===== src/rtl/uart_pkg.sv =====
// Shared types and constants for the UART receive path.
// Latency: n/a (types, constants and a combinational helper only).
// Backpressure: n/a.
// Contents: rx_state_t receiver state encoding, default frame constants,
//           calcParity() returns the parity bit a transmitter would append.
package uart_pkg;

  localparam int UART_DATA_BITS  = 8;
  localparam int UART_OVERSAMPLE = 16;

  typedef enum logic [2:0] {
    IDLE   = 3'd0,
    START  = 3'd1,
    DATA   = 3'd2,
    PARITY = 3'd3,
    STOP   = 3'd4
  } rx_state_t;

  // Narrower data words are zero-extended by the caller; zeros do not
  // change the XOR, so one 8-bit helper serves every DATA_BITS setting.
  function automatic logic calcParity(input logic [7:0] data, input logic oddParity);
    return (^data) ^ oddParity;
  endfunction

endpackage


===== src/rtl/uart_sync2.sv =====
// Two-flop synchronizer for an asynchronous single-bit input; resets to 1 (line idle).
// Latency: 2 Clock cycles from AsyncIn to SyncOut.
// Backpressure: none; samples every Clock.
// Ports: Clock, Reset (async, active-high), AsyncIn (raw pin), SyncOut (synchronized level).
module uart_sync2 (
  input  logic Clock,
  input  logic Reset,
  input  logic AsyncIn,
  output logic SyncOut
);

  logic stage1;

  always_ff @(posedge Clock or posedge Reset) begin
    if (Reset) begin
      stage1  <= 1'b1;
      SyncOut <= 1'b1;
    end else begin
      stage1  <= AsyncIn;
      SyncOut <= stage1;
    end
  end

endmodule


===== src/rtl/uart_receiver.sv =====
// UART 8N1 receiver: oversampled start/data/stop recovery, byte strobe and frame-error strobe.
// Latency: ~(0.5 + DATA_BITS) * OVERSAMPLE + STOP_BIT_TICKS Ticks after the start edge, plus 3 Clocks.
// Backpressure: none; the consumer must take DataOut on the RxDone pulse.
// Ports: Clock, Reset (async, active-high), Tick (oversample strobe), Rx (serial pin),
//        DataOut (last good byte, held), RxDone / FrameError (one-cycle pulses), Busy (not IDLE).
// Optional: define UART_RX_PARITY_EN to add a parity bit, parameter PARITY_ODD and output ParityError.
module uart_receiver
  import uart_pkg::*;
#(
  parameter int DATA_BITS      = UART_DATA_BITS,
  parameter int OVERSAMPLE     = UART_OVERSAMPLE,
  parameter int STOP_BIT_TICKS = 16
`ifdef UART_RX_PARITY_EN
  ,
  parameter bit PARITY_ODD     = 1'b0
`endif
) (
  input  logic                 Clock,
  input  logic                 Reset,
  input  logic                 Tick,
  input  logic                 Rx,
  output logic [DATA_BITS-1:0] DataOut,
  output logic                 RxDone,
  output logic                 FrameError,
`ifdef UART_RX_PARITY_EN
  output logic                 ParityError,
`endif
  output logic                 Busy
);

  localparam int TICK_MAX = (OVERSAMPLE > STOP_BIT_TICKS) ? OVERSAMPLE : STOP_BIT_TICKS;
  localparam int TW       = (TICK_MAX > 2) ? $clog2(TICK_MAX) : 1;
  localparam int BW       = (DATA_BITS > 1) ? $clog2(DATA_BITS) : 1;

  localparam logic [TW-1:0] MID_START = TW'(OVERSAMPLE / 2 - 1);
  localparam logic [TW-1:0] BIT_END   = TW'(OVERSAMPLE - 1);
  localparam logic [TW-1:0] STOP_END  = TW'(STOP_BIT_TICKS - 1);
  localparam logic [BW-1:0] LAST_BIT  = BW'(DATA_BITS - 1);

  rx_state_t              state, stateNext;
  logic [TW-1:0]          tickCount, tickNext;
  logic [BW-1:0]          bitCount, bitNext;
  logic [DATA_BITS-1:0]   shiftReg, shiftNext;
  logic [DATA_BITS-1:0]   dataNext;
  logic                   doneNext, ferrNext;
  logic                   breakLock, lockNext;
  logic                   rxSync;
`ifdef UART_RX_PARITY_EN
  logic                   parityReg, parityNext;
  logic                   perrNext;
`endif

  uart_sync2 uSync (
    .Clock   (Clock),
    .Reset   (Reset),
    .AsyncIn (Rx),
    .SyncOut (rxSync)
  );

  assign Busy = (state != IDLE);

  always_ff @(posedge Clock or posedge Reset) begin
    if (Reset) begin
      state      <= IDLE;
      tickCount  <= '0;
      bitCount   <= '0;
      shiftReg   <= '0;
      DataOut    <= '0;
      RxDone     <= 1'b0;
      FrameError <= 1'b0;
      breakLock  <= 1'b0;
`ifdef UART_RX_PARITY_EN
      parityReg   <= 1'b0;
      ParityError <= 1'b0;
`endif
    end else begin
      state      <= stateNext;
      tickCount  <= tickNext;
      bitCount   <= bitNext;
      shiftReg   <= shiftNext;
      DataOut    <= dataNext;
      RxDone     <= doneNext;
      FrameError <= ferrNext;
      breakLock  <= lockNext;
`ifdef UART_RX_PARITY_EN
      parityReg   <= parityNext;
      ParityError <= perrNext;
`endif
    end
  end

  always_comb begin
    stateNext = state;
    tickNext  = tickCount;
    bitNext   = bitCount;
    shiftNext = shiftReg;
    dataNext  = DataOut;
    doneNext  = 1'b0;
    ferrNext  = 1'b0;
    lockNext  = breakLock;
`ifdef UART_RX_PARITY_EN
    parityNext = parityReg;
    perrNext   = 1'b0;
`endif

    // A held-low line (break) must return high before a new start bit is accepted.
    if (rxSync) lockNext = 1'b0;

    case (state)
      IDLE: begin
        if (Tick && !rxSync && !breakLock) begin
          stateNext = START;
          tickNext  = '0;
        end
      end

      START: begin
        if (Tick) begin
          if (tickCount == MID_START) begin
            tickNext = '0;
            if (rxSync) begin
              stateNext = IDLE;          // glitch shorter than half a bit
            end else begin
              stateNext = DATA;
              bitNext   = '0;
            end
          end else begin
            tickNext = tickCount + TW'(1);
          end
        end
      end

      DATA: begin
        if (Tick) begin
          if (tickCount == BIT_END) begin
            tickNext  = '0;
            // LSB arrives first, so bits enter at the top and drift down.
            shiftNext = shiftReg >> 1;
            shiftNext[DATA_BITS-1] = rxSync;
            if (bitCount == LAST_BIT) begin
`ifdef UART_RX_PARITY_EN
              stateNext = PARITY;
`else
              stateNext = STOP;
`endif
            end else begin
              bitNext = bitCount + BW'(1);
            end
          end else begin
            tickNext = tickCount + TW'(1);
          end
        end
      end

`ifdef UART_RX_PARITY_EN
      PARITY: begin
        if (Tick) begin
          if (tickCount == BIT_END) begin
            tickNext   = '0;
            parityNext = rxSync;
            stateNext  = STOP;
          end else begin
            tickNext = tickCount + TW'(1);
          end
        end
      end
`endif

      STOP: begin
        if (Tick) begin
          if (tickCount == STOP_END) begin
            tickNext  = '0;
            stateNext = IDLE;
            if (!rxSync) begin
              ferrNext = 1'b1;
              lockNext = 1'b1;
`ifdef UART_RX_PARITY_EN
            end else if (parityReg != calcParity(8'(shiftReg), PARITY_ODD)) begin
              perrNext = 1'b1;
`endif
            end else begin
              dataNext = shiftReg;
              doneNext = 1'b1;
            end
          end else begin
            tickNext = tickCount + TW'(1);
          end
        end
      end

      default: begin
        stateNext = IDLE;
        tickNext  = '0;
        bitNext   = '0;
      end
    endcase
  end

endmodule


===== config.mk =====
export PLATFORM = sky130hd
export DESIGN_NAME = uart_receiver
export DESIGN_NICKNAME = d
export VERILOG_FILES = /design/src/rtl/uart_pkg.sv /design/src/rtl/uart_sync2.sv /design/src/rtl/uart_receiver.sv
export SDC_FILE = /design/constraint.sdc
export NUM_CORES = 1
export LEC_CHECK = 0
export ABC_CLOCK_PERIOD_IN_PS = 2600
export CORE_MARGIN = 2
export CORE_UTILIZATION = 50
export CTS_CLUSTER_SIZE = 28
export DETAILED_ROUTE_END_ITERATION = 8
export GPL_ROUTABILITY_DRIVEN = 0
export GPL_TIMING_DRIVEN = 0
export PLACE_DENSITY = 0.81
export SLEW_MARGIN = 25
export SYNTH_ARGS = -nofsm -noshare
export SYNTH_HDL_FRONTEND = slang
export SYNTH_SLANG_ARGS = --single-unit

===== constraint.sdc =====
create_clock -name Clock -period 2.6 [get_ports Clock]
set_input_delay 0.52 -clock Clock [delete_from_list [all_inputs] [get_ports Clock]]
set_output_delay 0.52 -clock Clock [all_outputs]
set_load 0.02 [all_outputs]

==> run_results.csv <==
group,metric,value,unit
status,status,"complete, no violations",
cells_and_area,multi_input_area,638,µm²
worst_setup_path,cp.required,2.08,ns
floorplanning,start_util,52.3,%
worst_setup_path,critPathArrivalTime,1.96,ns
routing,routedWlPerCell,15.2,µm
sta,fin_crit_sh,95.3,%
sta,clock_skew,0.0137,ns
global_route,grt_util_all_layers,17.8,%
job,maxCapViolCount,0,
worst_setup_path,worstPathCellList,"buf_2, or3_1, clkdlybuf4s50_1",
routing,wl,2.48,mm
routing,via_per_inst,5.69,
routing,drt-pass1-iter-count,4,
routing,drcViolationCount,0,
floorplanning,num_io_pins,15,
global_route,overflow,0,
cells_and_area,n_antenna_cell,0,
cells_and_area,drive_gt1_share,31.1,%
place,dp_hpwl,1.74,mm
floorplanning,rows,19,
clock_tree,hold_buffers,0,
hold_path,min_path_type,"reg2reg",
worst_setup_path,worstSetupPathType,"reg2out",
worst_setup_path,crit_path_start_kind,"flip-flop",
clock_tree,cts.reportedPaths.clkPinSlew,0.10,ns
clock_tree,tritoncts,"done",
place,dp_slack,0.227,ns
sta,hold_violations,0,
clock_tree,cts_buffers,5,
global_route,grt_pass1_vias,935,
clock_tree,clkSinkCount,31,
synth,yosys_most_used_dff,"dfrtp_1",
synth,synth_edf_count,0,
clock_tree,clk_latency,0.34,ns
sta,tightest_slew,0.624,ns
clock_tree,cts_resized,0,
synth,synthesis.nets,117,
worst_setup_path,slowest_stage,"clkdlybuf4s50_1",
routing,detail-route-antenna-nets,0,
clock_tree,postCtsSetupBuffers,0,
global_route,grt_pass1_wl,4.34,mm
synth,async_flop_share,100,%
clock_tree,cts_max_level,2,
sta,max_slew_margin,58.3,%
sta,fmax,0.404,GHz
floorplanning,die_w,57.7,µm
synth,synthDistinctLibCells,40,
sta,period_minus_slack,2.48,ns
sta,slew_violations,0,
routing,first_iter_violations,19,
pwr,p_leak,0.813,nW
place,io_buffers,14,
synth,synthesis.instances,110,
synth,yosys_warnings,0,
clock_tree,root_buffer,"clkbuf_4",
synth,synth.avg_cell_area,13.1,µm²
routing,vias,928,
cells_and_area,seqCellArea,778,µm²
cells_and_area,area_growth_syn_to_layout,18.4,%
floorplanning,dieArea,3330,µm²
pwr,power.density,748,nW/µm²
global_route,grt_max_degree,32,
sta,setup_violations,0,
sta,rsz0062_at_grt,"no",
worst_setup_path,crit_path_max_fanout,10,
synth,synth_area,1440,µm²
sta,worst_slack,0.123,ns
global_route,antenna_found_initial,0,
clock_tree,cts_max_path_buffers,2,
sta,fin_tns_setup,0,ns
cells_and_area,n_fill_cell,204,
pwr,vdd_ir_drop_max,0.762,mV
floorplanning,fp.coreArea,2760,µm²
cells_and_area,nets,138,
synth,synth-seq-cells,31,
synth,synth_seq_area_share,53.9,%
worst_setup_path,slowest_delay,0.55,ns
floorplanning,die_h,57.7,µm
worst_setup_path,worstSetupEndpointType,"output port",
## stage by stage
stage                     power (mW)  std cells  area, µm²  hold slack (ns)  util, %
after CTS                       1.29        163       1710            0.365     61.9
after global placement         0.869        155       1620            0.346     58.8
after global routing            1.35        163       1710            0.368     61.9
final                           1.28        163       1710            0.363     61.9
after detailed placement       0.892        155       1620            0.348     58.8
after floorplan                0.825        110       1440            0.345        -
## layout make-up
cell class / instances / area share (%)
clock buffer: 6 / 3.00
sequential: 31 / 45.6
inverter: 3 / 0.659
multi-input combinational: 73 / 37.4
timing repair buffer: 14 / 8.21
tap: 31 / 2.27
clock inverter: 2 / 2.05
buffer: 3 / 0.879
## Yosys cell counts (all sizes together), types with 2 or more instances
master  number  area [µm²]
buf          3        15.0
ha           3        37.5
nor2         5        18.8
a22o         2        17.5
o211ai       2        15.0
and3b        2        17.5
dfstp        2        52.6
o21ai        8        40.0
and3         3        18.8
nand2        2        10.0
dfrtp       29         726
nand3        3        15.0
inv          3        11.3
mux2        18         206
or2          2        12.5
## kinds of logic (layout without fill, tap and decap cells)
| group | Yosys count | after routing | synth area share, % |
|---|---|---|---|
| flops | 31 | 31 | 53.9 |
| buf+inv | 6 | 28 | 1.82 |
| simple gates | 29 | 29 | 15.2 |
| fa+ha+maj | 3 | 3 | 2.60 |
| compound gates | 21 | 21 | 10.9 |
| xor+xnor | 2 | 2 | 1.21 |
| mux | 18 | 18 | 14.3 |
## final timing paths
check | startpoint | to | slack, ns | depth (start not counted)
max | state[0]$_DFFE_PP0P_ | Busy | 0.12 | 3
min | uSync.stage1$_DFF_PP1_ | uSync.SyncOut$_DFF_PP1_ | 0.36 | 0
max reg2reg | tickCount[0]$_DFFE_PP0P_ | shiftReg[7]$_DFFE_PP0P_ | 0.74 | 4
min reg2reg | uSync.stage1$_DFF_PP1_ | uSync.SyncOut$_DFF_PP1_ | 0.36 | 0
max in group asynchronous | Reset | DataOut[5]$_DFFE_PP0P_ | 1.61 | 2
min in group asynchronous | Reset | state[1]$_DFFE_PP0P_ | 0.57 | 2
## routing by layer
layer | wire [µm] | track usage (%) | vias to the layer above
met2 | 1170 | 26.5 | 19
met3 | 111 | 6.92 | 6
met4 | 51 | 7.97 | 0
met1 | 1140 | 23.2 | 452
li1 | - | - | 451
met5 | 0 | 0 | -
## state kept, by name (all words and copies together) (netlist names)
name	cells
RxDone	1
DataOut	8
uSync.stage1	1
breakLock	1
FrameError	1
bitCount	3
shiftReg	8
uSync.SyncOut	1
tickCount	4
state	3
## placed cells by master (no fill, tap or decap), types with 3 or more instances in the layout
cell type / count
clkdlybuf4s50_1: 14
o21ai_0: 8
and3_1: 3
mux2_2: 17
nor2_1: 5
buf_2: 3
ha_1: 3
clkbuf_4: 5
dfrtp_1: 29
nand3_1: 3
## power breakdown
| group | internal (mW) | switching, mW | total [mW] |
|---|---|---|---|
| clock network | 0.227 | 0.171 | 0.398 |
| logic | 0.134 | 0.109 | 0.243 |
| registers | 0.566 | 0.0695 | 0.636 |
## worst max-delay path: cells and delay by family, from the launching register on
family                 cells  cell delay [ns]
buffers and inverters      2             0.79
DFF                        1             0.49
and+or+nand+nor            1             0.35
Power figures use the tool's default switching activity.
